### config.mk
export PLATFORM = sky130hd
export DESIGN_NAME = set_reset_pulse_encoder_flat
export DESIGN_NICKNAME = d
export VERILOG_FILES = /design/src/rtl/set_reset_pulse_encoder_if.sv /design/src/rtl/set_reset_pulse_encoder.sv /design/src/flat_wrapper.sv
export SDC_FILE = /design/constraint.sdc
export NUM_CORES = 1
export LEC_CHECK = 0
export CAP_MARGIN = 25
export CELL_PAD_IN_SITES_DETAIL_PLACEMENT = 0
export CELL_PAD_IN_SITES_GLOBAL_PLACEMENT = 1
export CORE_AREA = 2 2 39 41
export DETAILED_ROUTE_END_ITERATION = 7
export DIE_AREA = 0 0 41 43
export GPL_ROUTABILITY_DRIVEN = 0
export MAX_ROUTING_LAYER = met4
export PLACE_DENSITY_LB_ADDON = 0.1
export REMOVE_ABC_BUFFERS = 1
export SLEW_MARGIN = 25
export SYNTH_ARGS = -nofsm -noshare
export SYNTH_HDL_FRONTEND = slang
export SYNTH_SLANG_ARGS = --single-unit
### constraint.sdc
create_clock -name i_clock -period 1.3 [get_ports i_clock]
set_input_delay 0.325 -clock i_clock [delete_from_list [all_inputs] [get_ports i_clock]]
set_output_delay 0.325 -clock i_clock [all_outputs]
set_load 0.05 [all_outputs]
### src/rtl/set_reset_pulse_encoder_if.sv
// set_reset_pulse_encoder_if: requested level in, set/reset pulses and mirror/busy status out
interface set_reset_pulse_encoder_if;
  logic level;
  logic set;
  logic reset;
  logic mirror;
  logic busy;
  modport master(output level, input set, reset, mirror, busy);
  modport slave(input level, output set, reset, mirror, busy);
endinterface

### src/rtl/set_reset_pulse_encoder.sv
// set_reset_pulse_encoder: turns a level into set/reset pulses for a remote SR flop,
// tracking the remote state in a local mirror with fixed pulse width and holdoff spacing
module set_reset_pulse_encoder #(
  parameter int   PULSE_WIDTH = 1,
  parameter int   HOLDOFF     = 0,
  parameter logic RESET_STATE = 1'b0
) (
  input logic                     i_clock,
  input logic                     i_resetn,
  set_reset_pulse_encoder_if.slave bus
);
  localparam int MX = (PULSE_WIDTH > HOLDOFF) ? PULSE_WIDTH : HOLDOFF;
  localparam int CW = $clog2(MX) + 1;
  typedef enum logic [1:0] {IDLE, PULSE, HOLD} state_t;
  state_t        r_state;
  logic [CW-1:0] r_cnt;
  logic          r_set, r_reset, r_mirror, r_busy;
  logic          w_eval, w_start;
  // a pulse may start from IDLE or on the final cycle of PULSE (no holdoff) / HOLD
  assign w_eval  = (r_state == IDLE) ||
                   (r_state == PULSE && r_cnt == '0 && HOLDOFF == 0) ||
                   (r_state == HOLD && r_cnt == '0);
  assign w_start = w_eval && (bus.level != r_mirror);
  always_ff @(posedge i_clock or negedge i_resetn) begin
    if (!i_resetn) begin
      r_state  <= IDLE;
      r_cnt    <= '0;
      r_set    <= 1'b0;
      r_reset  <= 1'b0;
      r_mirror <= RESET_STATE;
      r_busy   <= 1'b0;
    end else if (w_start) begin
      r_state  <= PULSE;
      r_cnt    <= CW'(PULSE_WIDTH - 1);
      r_set    <= bus.level;
      r_reset  <= ~bus.level;
      r_mirror <= bus.level;
      r_busy   <= 1'b1;
    end else if (r_state != IDLE && r_cnt != '0) begin
      r_cnt <= r_cnt - 1'b1;
    end else if (r_state == PULSE && HOLDOFF > 0) begin
      r_state <= HOLD;
      r_cnt   <= CW'(HOLDOFF - 1);
      r_set   <= 1'b0;
      r_reset <= 1'b0;
    end else begin
      r_state <= IDLE;
      r_set   <= 1'b0;
      r_reset <= 1'b0;
      r_busy  <= 1'b0;
    end
  end
  assign bus.set    = r_set;
  assign bus.reset  = r_reset;
  assign bus.mirror = r_mirror;
  assign bus.busy   = r_busy;
endmodule
### src/flat_wrapper.sv
// flat-port wrapper written by rule: the top's interface ports become plain ports
module set_reset_pulse_encoder_flat 
#(
  parameter int   PULSE_WIDTH = 1,
  parameter int   HOLDOFF     = 0,
  parameter logic RESET_STATE = 1'b0
)
  (i_clock, i_resetn, bus_level, bus_set, bus_reset, bus_mirror, bus_busy);
  set_reset_pulse_encoder_if bus_i ();
  input logic i_clock;
  input logic i_resetn;
  input wire logic [$bits(bus_i.level)-1:0] bus_level;
  output wire logic [$bits(bus_i.set)-1:0] bus_set;
  output wire logic [$bits(bus_i.reset)-1:0] bus_reset;
  output wire logic [$bits(bus_i.mirror)-1:0] bus_mirror;
  output wire logic [$bits(bus_i.busy)-1:0] bus_busy;
  assign bus_i.level = bus_level;
  assign bus_set = bus_i.set;
  assign bus_reset = bus_i.reset;
  assign bus_mirror = bus_i.mirror;
  assign bus_busy = bus_i.busy;
  set_reset_pulse_encoder #(.PULSE_WIDTH(PULSE_WIDTH), .HOLDOFF(HOLDOFF), .RESET_STATE(RESET_STATE)) u_core (.i_clock(i_clock), .i_resetn(i_resetn), .bus(bus_i));
endmodule
* Word-level counts from Yosys, hierarchy flattened *
Index checks and enable logic that the tools add are counted.

operators by class
  bitwise gates (word level) = 2
  add/subtract/negate cells = 1
  muxes and demuxes = 8
  multiply operators = 0
  shifts and indexed selects = 0
  div/mod/pow operators = 0
  reduce and logical (&&, ||, !) cells = 9
  $lt $le $gt $ge = 0
  equality and inequality tests = 4

operators by type and width
  cell                                                    number
  two-way mux 1 bit                                       6
  logical AND 1 bit                                       4
  two-way mux 2 bit                                       2
  nonzero test 2 bit                                      2
  == test 2 x 1 -> 1 bit (second input constant)          1
  == test 2 bit (second input constant)                   1
  zero test 2 bit                                         1
  logical OR 1 bit                                        2
  inequality test 2 x 1 -> 1 bit (second input constant)  1
  NOT 1 bit                                               2
  inequality test 1 bit                                   1
  subtractor 1 bit (second input constant)                1

storage, ports and cells
  register bits = 7
  memory bits (read-only) = 0
  output and inout port bits = 4
  logic and storage cells = 30
  memories kept = 0
  latch bits = 0
  bits of input ports = 3
  memory bits (writable) = 0

* Longest topological paths before layout *
  depth in word-level cells = 6
  gate-level depth with buffers = 2

* Least setup slack after synthesis *
Ideal clock, no wire load.

  kind = register to register
  from = reg u_core.r_state[0]
  to = reg u_core.r_mirror (netlist: u_core.bus.mirror)
  setup time = 125 ps
  path buffers = 0
  stages on the path, launching flop included = 3
  setup slack = 5 ps
  clock period less this slack = 1,295 ps
  arrival time = 1,169 ps
  path through = dfrtp_1 > and2_4 > mux2_4

on the way
  word-level cells in the longest chain between the ends = 5
  elaborated cells between the ends (all ways) = 8
  classes of those cells = eq/ne (2); reduce/logical (6)

ends and longest elaborated chain
  what                    line                           source
  start, declared         set_reset_pulse_encoder.sv:15  state_t r_state;
  start signal, assigned  set_reset_pulse_encoder.sv:26  r_state <= IDLE;
  start signal, assigned  set_reset_pulse_encoder.sv:33  r_state <= PULSE;
  start signal, assigned  set_reset_pulse_encoder.sv:42  r_state <= HOLD;
  == test 2 x 1 -> 1 bit  set_reset_pulse_encoder.sv:21  (r_state == PULSE && r_cnt == '0 && HOLDOFF == 0) ||
  logical AND 1 bit       set_reset_pulse_encoder.sv:21
  logical OR 1 bit        set_reset_pulse_encoder.sv:20  assign w_eval = (r_state == IDLE) ||
  logical OR 1 bit (*)    set_reset_pulse_encoder.sv:21
  logical AND 1 bit (*)   set_reset_pulse_encoder.sv:23  assign w_start = w_eval && (bus.level != r_mirror);
  end signal, assigned    set_reset_pulse_encoder.sv:37  r_mirror <= bus.level;
  end, declared           set_reset_pulse_encoder.sv:17  logic r_set, r_reset, r_mirror, r_busy;

Mark *: on every way between the ends. The rest lies on a longest branch, timed or not.
A chain may end at the register's enable or synchronous reset.

* Final worst setup path *
  from = reg u_core.r_mirror (netlist: u_core.bus.mirror)
  to = out bus_mirror

RTL lines
  what           line                source
  end, declared  flat_wrapper.sv:15  output wire logic [$bits(bus_i.mirror)-1:0] bus_mirror;

No word-level cell between the ends.

==> metrics <==
status finished clean; drt drc 0; # IOs 7; r2r startpoint u_core.r_state[0]; die area between 1500 and 2000 µm²; Setup TNS 0 ns; maximum fanout along the worst path 5; sequential-to-total area share from yosys stat 0.606; Buf+Inv Stages, Crit Path 1; final std cells w/o fill 42; hold_buf cts 0; most frequent cells in the layout dfrtp_1, buf_12, nand2b_1, clkbuf_4; Max Used Layer met3; row count 14; PostCTS Resize Cnt 0; synth warn 0; Pwr Density between 1000 and 1500 nW/µm²; core area ~1400 µm²; Pre-antenna DRT Iters 2; Setup Fix Bufs, Post-CTS 0; clock skew between 0.004 and 0.005 ns; CTS Buf Count 3; I/O Buffers 6; first-pass GRT wire length between 600 and 700 µm; Final Hold Viols 0; Final period util 0.915; vias per cell 3.57; CP endpoint kind output pin; maximum VDD drop 0.000443 V; average cell area after synthesis approximately 13 µm²; Max Slew Vio Count 0; wire length per cell about 9.5 µm; Starting Density 0.149; Filler cells roughly 140; Total Routed Length 399 µm; Layout area overhead 70.9%; largest net degree at the start of global routing 6; dpl cells 38; ant diodes 0; Syn Std Cell Area 206 µm²; GRT Total Usage 0.0681; WS Path Type flop to output pin; minimum clock period ~1.2 ns; Syn Inst Count 16; count of different cell masters after synthesis 8; DIE WIDTH between 40 and 50 µm; clock sinks 5; Max Cap Viol 0; critical path's slowest cell dfrtp_1; RSZ-0062 raised after global routing no; CP required 0.98 ns; fmax about 840 MHz; clock latency on the worst-skew pair between 0.2 and 0.25 ns; nets 30; H-tree depth 1; Die Height ~43 µm; CTS max path bufs 2; DP Wirelength between 300 and 400 µm; proportion of layout cells with a drive suffix above 1 0.385; Slew headroom 0.843; Starting DRT DRC Count 4; Worst Hold Class primary input to asynchronous set/reset pin; crit start category flop; FF+latch count, synth 5; most common cell after layout, fill and taps aside dfrtp_1; DR WL met2 ~190 µm; remaining global-route overflow 0; Setup crit start u_core.bus.mirror; clk root buf clkbuf_4; Critical Path Max Stage Delay between 0.4 and 0.5 ns; hold slack approximately 0.31 ns; leakage power ~0.15 nW; CP top delay family flip-flops; final setup violation count 0; vias in the first global route about 170; worst slew pin tran approximately 0.24 ns; antenna violations before repair 0; CTS tree yes; worst path cell trace buf_12; Metal-1 WL 170 µm; clock-pin slew on the worst setup and hold paths approximately 0.04 ns; Worst EP arrival 0.86 ns; ANT nets after route 0; vias 150; met3 wire len ~34 µm
flip-flops by register name, indices dropped and copies added, names as in the netlist:
name,cells
u_core.r_state,1
u_core.bus.set,1
u_core.bus.mirror,1
u_core.bus.reset,1
u_core.r_cnt,1
per-stage QoR:
stage | util | area [µm²] | setup slack (ns) | total power [mW]
3_5_place_dp | 0.236 | 327 | -0.0258 | 0.262
5_1_grt | 0.255 | 353 | 0.0789 | 0.463
6_report | 0.255 | 353 | 0.110 | 0.433
3_3_place_gp | 0.236 | 327 | -0.00906 | 0.262
4_1_cts | 0.255 | 353 | 0.100 | 0.443
2_1_floorplan | - | 206 | 0.00546 | 0.212
layout make-up:
cell class,count,area [µm²],share of cell area
tap,16,20.0,0.0567
multi-input combinational,11,81.3,0.230
timing repair buffer,6,100,0.284
clock buffer,4,26.3,0.0745
sequential,5,125,0.355
per-layer routing:
layer  vias up  global-route usage
li1         73                   -
met1        70              0.0649
met2         7              0.0750
met3         0              0.0524
met4         0              0.0800
met5         -                   -
cell usage after synthesis:
| cell | instances | area [µm²] |
|---|---|---|
| dfrtp_1 | 5 | 125 |
| nand2b_1 | 3 | 18.8 |
| nand3_1 | 2 | 10.0 |
| o21ai_0 | 2 | 10.0 |
| and2_4 | 1 | 8.76 |
| and3b_2 | 1 | 10.0 |
| mux2_4 | 1 | 15.0 |
| xnor2_1 | 1 | 8.76 |
final timing paths:
check,endpoint,slack (ns),depth (start not counted)
min reg2reg,u_core.bus.set,0.55,2
max,bus_mirror,0.11,1
min in group i_clock,u_core.bus.set,0.55,2
max reg2reg,u_core.bus.mirror,0.25,2
max in group asynchronous,u_core.bus.reset,0.79,1
min,u_core.r_cnt,0.31,1
where the power goes:
group	total, mW	internal [mW]	switching, mW
logic	0.0824	0.0424	0.0400
clock network	0.174	0.116	0.0586
registers	0.177	0.164	0.0126
logic make-up after synthesis:
kind of cell	Yosys count	synth area share
and+or+nand+nor	7	0.230
DFF	5	0.606
xor gates and xnor gates	1	0.0424
AOI/OAI and AO/OA	2	0.0485
muxes	1	0.0727
No activity file was read; power rests on OpenSTA's default activity.
==> edit (same flow settings) <==
Re-encode `state_t` (3 states) as one-hot, 3 bits wide.
--- a/src/rtl/set_reset_pulse_encoder.sv
+++ b/src/rtl/set_reset_pulse_encoder.sv
@@ -13,3 +13,3 @@
   localparam int CW = $clog2(MX) + 1;
-  typedef enum logic [1:0] {IDLE, PULSE, HOLD} state_t;
+  typedef enum logic [2:0] {IDLE = 3'b001, PULSE = 3'b010, HOLD = 3'b100} state_t;
   state_t        r_state;
Behaviour: same outputs for any inputs over 10 cycles, from zero or initial values and one cycle with i_resetn low; not proved beyond that.
==> edit against the original RTL <==
Clock skew up 0.0045 ns; area after synthesis grew 50%; sequential cell count increased by 1; first-iteration DRC count down 75%; wire length increased by 72%; design area is 39% higher; largest cell class is now multi-input gates; worst setup slack got worse by 0.052 ns; critical path type unchanged; total power grew to 3.0 times the old value; cell count increased by 40%.
==> edit: results (changes against the original RTL) <==
Clock tree
  – Clock transition time at the flip-flop clock pins of the worst setup and hold paths: 0.05 ns
  – CTS root buf: clkbuf_4 (unchanged)
  – CTS max path bufs: 2 (unchanged)
  – Clock latency on the worst-skew pair: 0.25 ns
  – CTS Buf Count: 3 (unchanged)
  – H-tree levels: 1 (unchanged)
  – Post-CTS resize count: 0 (unchanged)

Routing
  – Initial DRT Pass Iterations: 2 (unchanged)
  – Vias per inst: 4.46 (was 3.57)
  – Initial drt markers: 1 (was 4)
  – Wire length per cell: 11.6 um (was 9.50 um)

Layout
  – Largest reg by FF count: u_core.r_state
  – Fillers: 142 (was 143)
  – Largest register FFs: 2
  – Final #Nets: 47 (was 30)
  – # diodes: 0 (unchanged)
  – Share of layout cells above drive strength 1: 0.395 (was 0.385)

GRT
  – Tot GR Track Use: 0.118 (was 0.0681)
  – Vias in the first global route: 285 (was 172)
  – First-pass GRT wire length: 1280 um (was 655 um)
  – Pin count of the biggest net entering global routing: 8 (was 6)
  – Initial antenna violation count: 0 (unchanged)

Worst setup path
  – Worst Path Arrival: 0.92 ns (was 0.86 ns)
  – Crit Path Max Fanout: 3 (was 5)
  – Crit-path slowest cell: dfrtp_1 (unchanged)
  – CP peak stage delay: 0.38 ns (was 0.44 ns)

Place
  – Detailed placement HPWL: 555 um (was 325 um)
  – Port bufs: 6 (unchanged)
  – Dpl ws: -0.155 ns (was -0.0258 ns)

Timing
  – Final Skew: 0.00920 ns (was 0.00469 ns)
  – Final hold violations: 0 (unchanged)
  – Rel. slew slack: 0.812 (was 0.843)
  – Setup_tns: 0 ns (unchanged)

Status
  – Status: finished, final reports clean (unchanged)

Synth
  – Post-synthesis mux area share: 0.0484 (was 0.0727)
  – Post-synthesis compound-gate area fraction: 0.206 (was 0.0485)
  – Asr flop ratio synth: 1.00 (unchanged)
  – Post-Synth Adder-Cell Area: 0 (unchanged)
  – XOR/XNOR share of the synthesized area: 0.0282 (was 0.0424)
  – Synth top area cells: dfrtp_1, dfstp_2, a32oi_1 (was dfrtp_1, nand2b_1, mux2_4)
  – Post-synthesis sequential area ratio: 0.488 (was 0.606)
  – Synth warnings: 0 (unchanged)
  – Top post-synthesis cells by count: dfrtp_1, nand2_1 (was dfrtp_1, nand2b_1, nand3_1, o21ai_0)
  – Cell variety after synth: 18 (was 8)

Power
  – Max VDD drop: 0.737 mV (was 0.443 mV)
  – Sw Ratio: 0.409 (was 0.256)
  – Leak: 0.000210 uW (was 0.000154 uW)

Worst hold path
  – Worst Hold Class: primary input to async pin (unchanged)
==> edit: changes by cell type after synthesis, sizes merged, moves of 2 or more <==
cell | before | now
a32oi | 0 | 2
nand2 | 0 | 4
nand2b | 3 | 0
a22oi | 0 | 2
nor2b | 0 | 3
==> edit: stage by stage <==
| stage | cells | util | area, sq um |
|---|---|---|---|
| floorplan | 28 | - | 305 |
| global placement | 54 | 0.329 | 455 |
| detailed placement | 54 | 0.329 | 455 |
| CTS | 59 | 0.354 | 489 |
| global route | 59 | 0.354 | 489 |
| finish | 59 | 0.354 | 489 |
==> edit: final cells by class <==
cell class / count / area share
clock buffers: 4 / 0.0537
flip-flops and latches: 6 / 0.309
repair buffers: 11 / 0.281
well taps: 16 / 0.0409
multi-input cells: 22 / 0.315
==> edit: repair_timing <==
action / in CTS / in global routing
buffers inserted: 1 / 0
hold buffers: 0 / 0
setup endpoints to repair: 1 / 0
==> edit: cell families (layout without fill, tap and decap cells) <==
kind of cell / after synthesis / after routing
AO/OA/AOI/OAI: 9 / 9
multiplexers: 1 / 1
AND/OR/NAND/NOR: 11 / 11
buffers and inverters: 1 / 15
XOR/XNOR: 1 / 1
flip-flops: 6 / 6
==> edit: power groups by stage <==
stage | Combinational [uW] | Clock (uW) | Sequential [uW]
final | 761 | 188 | 359
after global placement | 721 | 0 | 371
after CTS | 769 | 203 | 360
after floorplan | 226 | 0 | 523
after detailed placement | 731 | 0 | 378
after global routing | 809 | 213 | 373
==> edit: final timing paths <==
kind	from	endpoint	slack (ns)	cells past startpoint
worst max register to register	u_core.r_state[1]$_DFFE_PN0P_	u_core.bus.mirror$_DFFE_PN0P_	0.09	4
worst max-delay path	u_core.r_state[1]$_DFFE_PN0P_	bus_busy	0.06	2
worst min register to register	u_core.r_state[0]$_DFFE_PN1P_	u_core.r_state[0]$_DFFE_PN1P_	0.58	1
max in group asynchronous	i_resetn	u_core.r_state[0]$_DFFE_PN1P_	0.70	1
min in group i_clock	u_core.r_state[0]$_DFFE_PN1P_	u_core.r_state[0]$_DFFE_PN1P_	0.58	1
worst min-delay path	i_resetn	u_core.bus.set$_DFFE_PN0P_	0.32	1
==> edit: worst max-delay path, delay by kind of cell (launching register included) <==
kind	cells	cell delay, ns
flip-flops	1	0.38
buffers and inverters	2	0.30
==> edit: layer usage <==
layer	wire, um	share of wire	GRT usage
met1	259	0.38	0.124
met2	387	0.56	0.172
met3	27	0.039	0.0314
met4	9	0.013	0.100
met5	0	0	-
